`config.mk`:
```
export PLATFORM = sky130hd
export DESIGN_NAME = load_store_unit
export DESIGN_NICKNAME = d
export VERILOG_FILES = /design/src/rtl/lsu_pkg.sv /design/src/rtl/lsu_lane_align.sv /design/src/rtl/load_store_unit.sv
export SDC_FILE = /design/constraint.sdc
export NUM_CORES = 1
export LEC_CHECK = 0
export ABC_AREA = 1
export CAP_MARGIN = 20
export CORE_ASPECT_RATIO = 0.7
export CORE_UTILIZATION = 45
export CTS_BUF_LIST = sky130_fd_sc_hd__clkbuf_2 sky130_fd_sc_hd__clkbuf_4 sky130_fd_sc_hd__clkbuf_8
export DETAILED_ROUTE_END_ITERATION = 16
export HOLD_SLACK_MARGIN = 0.15
export PLACE_DENSITY = 0.78
export SYNTH_ARGS = -nofsm -noshare
export SYNTH_HDL_FRONTEND = slang
export SYNTH_SLANG_ARGS = --single-unit
```
`constraint.sdc`:
```
create_clock -name clk -period 2.2 [get_ports clk]
set_clock_uncertainty 0.15 [all_clocks]
set_input_delay 0.44 -clock clk [delete_from_list [all_inputs] [get_ports clk]]
set_output_delay 0.44 -clock clk [all_outputs]
set_load 0.03 [all_outputs]
```
`src/rtl/lsu_pkg.sv`:
```
// Shared definitions for the load/store unit.
//   - Request size encodings (SZ_BYTE, SZ_HALF, SZ_WORD, SZ_RSVD)
//   - FSM state type for the load/store sequencer
//   - Lane geometry constants used by the lane align/merge logic
package lsu_pkg;

    // req_size encodings
    localparam logic [1:0] SZ_BYTE = 2'b00;
    localparam logic [1:0] SZ_HALF = 2'b01;
    localparam logic [1:0] SZ_WORD = 2'b10;
    localparam logic [1:0] SZ_RSVD = 2'b11;

    // Lane geometry: 32-bit little-endian word made of four byte lanes
    localparam int unsigned WORD_W = 32;
    localparam int unsigned BYTE_W = 8;
    localparam int unsigned HALF_W = 16;
    localparam int unsigned LANES  = WORD_W / BYTE_W;

    typedef enum logic [2:0] {
        StIdle,
        StRead,
        StCapture,
        StWrite,
        StResp
    } lsu_state_e;

endpackage

```
`src/rtl/lsu_lane_align.sv`:
```
// Combinational lane steering for the load/store unit.
//   Load path : selects the byte/half/word addressed by offset_i out of rword_i and
//               sign- or zero-extends it onto ldata_o.
//   Store path: overwrites the addressed lane of rword_i with the low bits of wdata_i
//               and presents the merged word on mword_o (word stores pass wdata_i).
// Ports:
//   rword_i    word read from memory
//   offset_i   byte address bits [1:0]
//   size_i     access size (SZ_BYTE / SZ_HALF / SZ_WORD)
//   unsigned_i 1 = zero-extend loads, 0 = sign-extend
//   wdata_i    right-justified store data
//   ldata_o    extended load result
//   mword_o    merged store word
// Half accesses use offset_i[1] only and word accesses ignore offset_i, so any
// misalignment that reaches this block is silently forced aligned.
module lsu_lane_align
    import lsu_pkg::*;
(
    input  logic [WORD_W-1:0] rword_i,
    input  logic [1:0]        offset_i,
    input  logic [1:0]        size_i,
    input  logic              unsigned_i,
    input  logic [WORD_W-1:0] wdata_i,
    output logic [WORD_W-1:0] ldata_o,
    output logic [WORD_W-1:0] mword_o
);

    logic [BYTE_W-1:0] byte_sel;
    logic [HALF_W-1:0] half_sel;
    logic [4:0]        byte_lsb;
    logic [4:0]        half_lsb;

    always_comb begin
        byte_lsb = {offset_i, 3'b000};
        half_lsb = {offset_i[1], 4'b0000};
        byte_sel = rword_i[byte_lsb +: BYTE_W];
        half_sel = rword_i[half_lsb +: HALF_W];
        ldata_o  = rword_i;
        mword_o  = wdata_i;
        case (size_i)
            SZ_BYTE: begin
                ldata_o = {{(WORD_W - BYTE_W){byte_sel[BYTE_W-1] & ~unsigned_i}}, byte_sel};
                mword_o = rword_i;
                mword_o[byte_lsb +: BYTE_W] = wdata_i[BYTE_W-1:0];
            end
            SZ_HALF: begin
                ldata_o = {{(WORD_W - HALF_W){half_sel[HALF_W-1] & ~unsigned_i}}, half_sel};
                mword_o = rword_i;
                mword_o[half_lsb +: HALF_W] = wdata_i[HALF_W-1:0];
            end
            default: begin
                ldata_o = rword_i;
                mword_o = wdata_i;
            end
        endcase
    end

endmodule

```
`src/rtl/load_store_unit.sv`:
```
// Load/store front-end between the multicycle datapath and the word-addressed,
// edge-triggered data memory.
// Ports:
//   clk, rst                    clock, asynchronous active-low reset
//   req_valid/req_ready         request handshake (ready only in IDLE)
//   req_write, req_size,
//   req_unsigned, req_addr,
//   req_wdata                   request payload, latched on acceptance
//   resp_valid/resp_rdata/
//   resp_error                  one-cycle completion pulse with load data / error flag
//   mem_address, mem_writedata,
//   mem_read, mem_write         memory interface (all registered)
//   mem_readdata                memory read data, sampled at the end of CAPTURE
// Sequences (cycles after the acceptance edge):
//   load          READ -> CAPTURE -> RESP
//   word store    WRITE -> RESP
//   sub-word store READ -> CAPTURE -> WRITE -> RESP  (read-modify-write)
//   error         RESP
// Build option: define LSU_MISALIGN_TRAP_EN to reject misaligned half/word accesses
// through the error path; otherwise they are forced aligned.
module load_store_unit
    import lsu_pkg::*;
#(
    parameter int unsigned DATA_W     = 32,
    parameter int unsigned DEPTH_LOG2 = 10
) (
    input  logic              clk,
    input  logic              rst,
    input  logic              req_valid,
    output logic              req_ready,
    input  logic              req_write,
    input  logic [1:0]        req_size,
    input  logic              req_unsigned,
    input  logic [DATA_W-1:0] req_addr,
    input  logic [DATA_W-1:0] req_wdata,
    output logic              resp_valid,
    output logic [DATA_W-1:0] resp_rdata,
    output logic              resp_error,
    output logic [DATA_W-1:0] mem_address,
    output logic [DATA_W-1:0] mem_writedata,
    output logic              mem_read,
    output logic              mem_write,
    input  logic [DATA_W-1:0] mem_readdata
);

    lsu_state_e        state;
    logic [1:0]        offset_q;
    logic [1:0]        size_q;
    logic              unsigned_q;
    logic              write_q;
    logic [DATA_W-1:0] wdata_q;

    logic              req_bad;
    logic [DATA_W-1:0] word_index;
    logic [DATA_W-1:0] load_data;
    logic [DATA_W-1:0] merge_word;
    logic              unused_addr;

    // Address bits above the memory depth wrap and are dropped
    assign word_index  = {{(DATA_W - DEPTH_LOG2){1'b0}}, req_addr[DEPTH_LOG2+1:2]};
    assign unused_addr = ^req_addr[DATA_W-1:DEPTH_LOG2+2];

    always_comb begin
`ifdef LSU_MISALIGN_TRAP_EN
        req_bad = (req_size == SZ_RSVD)
                || ((req_size == SZ_HALF) && req_addr[0])
                || ((req_size == SZ_WORD) && (req_addr[1:0] != 2'b00));
`else
        req_bad = (req_size == SZ_RSVD);
`endif
    end

    lsu_lane_align u_lane_align (
        .rword_i    (mem_readdata),
        .offset_i   (offset_q),
        .size_i     (size_q),
        .unsigned_i (unsigned_q),
        .wdata_i    (wdata_q),
        .ldata_o    (load_data),
        .mword_o    (merge_word)
    );

    always_ff @(posedge clk or negedge rst) begin
        if (!rst) begin
            state         <= StIdle;
            offset_q      <= 2'b00;
            size_q        <= SZ_BYTE;
            unsigned_q    <= 1'b0;
            write_q       <= 1'b0;
            wdata_q       <= '0;
            req_ready     <= 1'b1;
            resp_valid    <= 1'b0;
            resp_rdata    <= '0;
            resp_error    <= 1'b0;
            mem_address   <= '0;
            mem_writedata <= '0;
            mem_read      <= 1'b0;
            mem_write     <= 1'b0;
        end else begin
            case (state)
                StIdle: begin
                    if (req_valid) begin
                        offset_q   <= req_addr[1:0];
                        size_q     <= req_size;
                        unsigned_q <= req_unsigned;
                        write_q    <= req_write;
                        wdata_q    <= req_wdata;
                        req_ready  <= 1'b0;
                        if (req_bad) begin
                            resp_valid <= 1'b1;
                            resp_error <= 1'b1;
                            resp_rdata <= '0;
                            state      <= StResp;
                        end else begin
                            mem_address <= word_index;
                            if (req_write && (req_size == SZ_WORD)) begin
                                mem_writedata <= req_wdata;
                                mem_write     <= 1'b1;
                                state         <= StWrite;
                            end else begin
                                // Loads and sub-word stores both start with a read
                                mem_read <= 1'b1;
                                state    <= StRead;
                            end
                        end
                    end
                end
                StRead: begin
                    mem_read <= 1'b0;
                    state    <= StCapture;
                end
                StCapture: begin
                    if (write_q) begin
                        mem_writedata <= merge_word;
                        mem_write     <= 1'b1;
                        state         <= StWrite;
                    end else begin
                        resp_rdata <= load_data;
                        resp_valid <= 1'b1;
                        state      <= StResp;
                    end
                end
                StWrite: begin
                    mem_write  <= 1'b0;
                    resp_rdata <= '0;
                    resp_valid <= 1'b1;
                    state      <= StResp;
                end
                StResp: begin
                    resp_valid <= 1'b0;
                    resp_error <= 1'b0;
                    resp_rdata <= '0;
                    req_ready  <= 1'b1;
                    state      <= StIdle;
                end
                default: begin
                    state     <= StIdle;
                    req_ready <= 1'b1;
                    mem_read  <= 1'b0;
                    mem_write <= 1'b0;
                end
            endcase
        end
    end

endmodule

```
=== Word-level counts from Yosys, hierarchy flattened ===
Cells that the tools add are included.

* $add $sub $neg: 2
* Eq/ne operators: 14
* Shift operators: 6
* Multiplexer cells: 34
* Bitwise logic cells: 7
* Reductions and logical operators: 20

{| class="wikitable"
|+ Operator list
! cell !! number
|-
| 32-bit two-way mux || 7
|-
| 32-bit case mux with 2 select lines || 3
|-
| 32-bit case mux with 3 select lines || 1
|-
| 32-bit bitwise mux || 2
|-
| 16-bit by 7-bit variable shift with 32-bit output, first input constant || 1
|-
| 8-bit by 7-bit variable shift with 32-bit output, first input constant || 1
|-
| 16-bit by 7-bit indexed part select with 32-bit output || 1
|-
| 32-bit by 6-bit indexed part select with 16-bit output || 1
|-
| 32-bit by 6-bit indexed part select with 8-bit output || 1
|-
| 8-bit by 7-bit indexed part select with 32-bit output || 1
|-
| 2-bit inequality test, second input constant || 7
|-
| 5-bit negator with 7-bit output || 2
|-
| 3-bit case mux with 4 select lines || 1
|-
| 4-bit AND reduction || 3
|-
| 1-bit two-way mux || 11
|-
| 5-bit AND reduction || 2
|-
| 3-bit two-way mux || 3
|-
| 3-bit by 2-bit == test with 1-bit output, second input constant || 2
|-
| 1-bit case mux with 2 select lines || 3
|-
| 3-bit AND reduction || 2
|-
| 3-bit OR reduction || 2
|-
| 1-bit NOT || 5
|-
| 2-bit == test, second input constant || 2
|-
| 1-bit case mux with 4 select lines || 1
|-
| 14 further kinds || 18
|}

* Register bits: 120
* Bits of input ports: 103
* Output and inout bits: 101
* Logic and storage cells: 97

=== Logic depth before layout (Yosys ltp) ===
* Depth in word-level cells: 6
* Gate-level depth with buffers: 11
* Gate-level depth less buffers: 9

=== Hierarchy ===
A second synthesis with hierarchy kept.

* Cell total of the unflattened synthesis: 1201
* Area total of the unflattened synthesis: 7714.9 um^2

{| class="wikitable"
|+ Modules (own cells, without submodules)
! module !! instances !! cells each !! area an instance (um^2) !! sequential area each (um^2)
|-
| load_store_unit || 1 || 736 || 5616.6 || 3004.1
|-
| lsu_lane_align || 1 || 465 || 2098.3 || 0.0
|}

=== Worst setup path after synthesis ===
No wires, ideal clock.

* Kind: register to register
* Start point: register offset_q[0]
* End point: register mem_writedata[13]
* Setup time: 65 ps
* Arrival: 1979 ps
* Required time: 1985 ps
* Slack: 6 ps
* Stages on the path, launching flop included: 12
* Buffers on the path: 2
* Clock period less this slack: 2194 ps
* Cells stage by stage: dfrtp_1 > clkinv_1 > clkbuf_1 > ha_1 > inv_1 > clkbuf_1 > nand3_1 > o21ai_0 > nand2_1 > nand2_1 > nand3_1 > nand2_1

* Cells in the longest elaborated chain, start to end: 6
* Elaborated cells on any way between the ends: 7
* Those cells by class: add/sub: 1; shift: 2; mux: 4

{| class="wikitable"
|+ RTL lines
! what !! line !! source
|-
| from (decl) || load_store_unit.sv:47 || <nowiki>logic [1:0] offset_q;</nowiki>
|-
| from (signal assigned) || load_store_unit.sv:103 || <nowiki>offset_q <= req_addr[1:0];</nowiki>
|-
| 5-bit negator with 7-bit output * || lsu_lane_align.sv:44 || <nowiki>mword_o[byte_lsb +: BYTE_W] = wdata_i[BYTE_W-1:0];</nowiki>
|-
| 8-bit by 7-bit indexed part select with 32-bit output / 8-bit by 7-bit variable shift with 32-bit output (equally long branches) || lsu_lane_align.sv:44 ||
|-
| 32-bit bitwise mux * || lsu_lane_align.sv:44 ||
|-
| 32-bit case mux with 2 select lines * || lsu_lane_align.sv:40 || <nowiki>case (size_i)</nowiki>
|-
| 32-bit two-way mux * || load_store_unit.sv:133 || <nowiki>if (write_q) begin</nowiki>
|-
| 32-bit case mux with 2 select lines * || load_store_unit.sv:100 || <nowiki>case (state)</nowiki>
|-
| to (signal assigned) || load_store_unit.sv:117 || <nowiki>mem_writedata <= req_wdata;</nowiki>
|-
| to (signal assigned) || load_store_unit.sv:134 || <nowiki>mem_writedata <= merge_word;</nowiki>
|-
| to (decl) || load_store_unit.sv:40 || <nowiki>output logic [DATA_W-1:0] mem_writedata,</nowiki>
|}

Mark *: on every way between the ends. The rest lies on a longest branch, timed or not. The select of a mux whose other input is x is not followed.
A chain may end at the register's enable or synchronous reset.

=== Final worst setup path ===
* Start point: register resp_rdata[23]
* End point: output resp_rdata[23]

{| class="wikitable"
|+ RTL lines
! what !! line !! source
|-
| from (decl) || load_store_unit.sv:37 || <nowiki>output logic [DATA_W-1:0] resp_rdata,</nowiki>
|-
| from (signal assigned) || load_store_unit.sv:138 || <nowiki>resp_rdata <= load_data;</nowiki>
|}

No word-level cell between the ends.

==> results.cfg <==
[global_routing]
grt_usage_pct = 29.8
first_global_vias = 7314
antenna_found_initial = 0
grt_pass1_wl_mm = 38.8
grt_max_degree = 71
grt-ovfl-total = 0

[timing]
fin_tns_setup_ps = 0
fmax_mhz = 471
slew_viol_final = 0
worst_slew_pin_slew_ps = 556
timing.final.crit_share_pct = 96.4
max-slew-margin-rel_pct = 62.9
fin_crit_ps = 2120
rsz0062_at_grt = no
final-setup-viol-count = 0
hold_viol = 0

[cts]
clock_latency_ps = 450
clk_pin_slew_ps = 80
clock-sinks = 120
cts_setup_buffers = 0
numCtsBuffers = 17
cts_root_buf = clkbuf_8
clk_path_buf_depth = 2
cts_tree = yes
h-tree-depth = 4

[worst_setup_path]
worstSetupPathType = reg -> out
rrSetupSlack_ps = 150
r2r_end = mem_writedata[6]
critPathRequiredTime_ps = 1610
crit_path_end_kind = primary output
worstSetupStartpointType = flip-flop
cpPeakStageDelay_ps = 720
cp.arrival_ps = 1530
crit_family = buffers and inverters
timing.critical_path.buf_inv = 1
reg2reg_from = offset_q[0]
cp_slowest_cell = clkdlybuf4s50_1
path_cells = clkdlybuf4s50_1
r2r_cells = 9
worst-path-max-fanout = 2

[detailed_routing]
wire_per_inst_um = 15.8
drc_errors = 0
drt_iter0_markers = 806
wirelength_mm = 24.1
vias = 7968
first_pass_iters = 6
vias_per_cell = 5.20
ant_nets = 0

[power_and_ir_drop]
vdd_drop_max_v = 0.000847
leakage_nw = 4.85
p_per_area_nw_per_um2 = 1490
power.total_mw = 14.6

[yosys]
yosysWarnings = 0
synthDistinctLibCells = 32
syn_area_sq_um = 7520
synth-seq-cells = 120
syn_area_per_cell_sq_um = 6.64
yosysSeqAreaShare_pct = 40.0
postSynthCellCount = 1133

[worst_hold_path]
min-delay-start = mem_writedata[13]
min_path_cells = 2
min_to = mem_writedata[13]
worst_hold_path_type = reg -> reg

[cells_and_area]
final_core_util_pct = 59.9
syn_to_final_growth_pct = 30.3
drive_gt1_share_pct = 8.42
nets = 1402
antenna-diode-count = 0

[place]
dpl.hpwl_mm = 18.1
port_buffers = 161
place.gp.congestion = 0.977

[floorplan]
rows = 39
initial_utilization_pct = 46.0
die-area_sq_um = 17200
die_w_um = 157
ioPinCount = 204
coreArea_sq_um = 16300
dieHeight_um = 110

[job]
maxCapViolations = 0

[status]
status = finished clean
[how the worst max path moves through the flow]
stage / slack [ps] / to / startpoint / depth (start not counted)
after floorplan: 6 / mem_writedata[13] / offset_q[0] / 11
after global placement: 10 / mem_writedata[9] / req_size[1] / 9
after detailed placement: -80 / mem_writedata[26] / req_size[1] / 9
after CTS: 80 / resp_rdata[23] / resp_rdata[23] / 1
after global routing: 20 / mem_writedata[2] / offset_q[0] / 9
final: 80 / resp_rdata[23] / resp_rdata[23] / 1
[report_power, final]
| part | switching [mW] | internal, mW | total (mW) |
|---|---|---|---|
| combinational | 5.74 | 3.06 | 8.80 |
| clock | 0.998 | 0.930 | 1.93 |
| sequential | 0.674 | 3.17 | 3.85 |
| total | 7.41 | 7.16 | 14.6 |
[cell families after synthesis]
| family | Yosys count | synth area share, % |
|---|---|---|
| other | 1 | 0.0499 |
| flip-flops | 120 | 40.0 |
| buffers and inverters | 164 | 10.4 |
| adder cells (fa/ha/maj) | 5 | 0.832 |
| AND/OR/NAND/NOR | 671 | 36.9 |
| AO/OA/AOI/OAI | 172 | 11.9 |
[per-layer routing]
| layer | GRT usage [%] | part of all wire, % |
|---|---|---|
| met1 | 45.8 | 48 |
| met2 | 41.1 | 40 |
| met3 | 5.71 | 9.4 |
| met4 | 9.73 | 1.8 |
| met5 | 0 | 0 |
[cell type report]
cell class              count  area, sq um
inverters                  82          314
fillers                  1530         6550
clock inverters            13          123
multi-input cells         870         3810
repair buffers            203         2010
well taps                 225          282
flip-flops and latches    120         3000
clock buffers              18          248
[cells in the mapped netlist (all sizes together)]
cell type / count / share of area (%)
a21oi: 61 / 4.1
clkinv: 1 / 0.050
o21ai: 101 / 6.7
ha: 5 / 0.83
or2: 11 / 0.92
inv: 81 / 4.0
nand3: 95 / 6.5
buf: 56 / 5.0
clkbuf: 26 / 1.3
nand4: 4 / 0.62
o2111ai: 6 / 0.70
a31oi: 1 / 0.083
conb: 1 / 0.050
nor3: 16 / 1.1
nand2: 489 / 25
dfrtp: 119 / 40
nor2: 56 / 3.1
dfstp: 1 / 0.35
o211ai: 3 / 0.30
[registers in the layout, indices dropped and copies added (netlist names), 2 cells and up]
register       cells
state              3
mem_writedata     32
size_q             2
wdata_q           32
mem_address       10
offset_q           2
resp_rdata        32
[repair_timing]
item / in CTS / in global routing
setup endpoints to repair: 1 / 17
resized for setup: 1 / 4
hold buffers: 1 / 0
endpoints found under the hold margin: 119 / 0
[through the flow]
| step | setup WS (ps) | hold WS, ps | instance area, sq um | cells |
|---|---|---|---|---|
| finish | 78.4 | 332 | 9800 | 1531 |
| global route | 23.7 | 342 | 9800 | 1531 |
| CTS | 76.6 | 336 | 9790 | 1531 |
| detailed placement | -76.2 | 311 | 9410 | 1499 |
| global placement | 11.0 | 313 | 9410 | 1499 |
| floorplan | 5.74 | -5.59 | 7600 | 1154 |
[placed cells by master, fill, tap and decap left out]
cell             netlist  final
o211ai_1               3      3
ha_1                   5      5
a31oi_1                1      1
inv_1                 72     71
inv_4                  0      1
nor2_1                51     51
nand2_1              484    484
nand4_4                1      1
nand3_2                2      3
clkinv_2               0      3
o2111ai_1              6      6
or2_2                 11     11
clkinv_1               1      1
bufinv_16              0      1
dlygate4sd3_1          0      1
nand2_2                3      3
buf_4                 31     35
o21ai_1                3      3
clkinvlp_4             0      2
nor2_2                 3      3
dlygate4sd2_1          0      1
inv_2                  9      8
clkinv_4               0      4
a21oi_1               61     61
o21ai_0               98     98
buf_12                 0      7
conb_1                 1     22
nand4_1                2      2
dfrtp_1              119    119
inv_6                  0      4
nand4_2                1      1
nor2_4                 2      2
clkdlybuf4s50_1        0    159
nand2_4                2      2
clkbuf_8               0     18
nand3_1               93     92
nor3_1                16     16
dfstp_2                1      1
No activity file was read; power rests on OpenSTA's default activity.
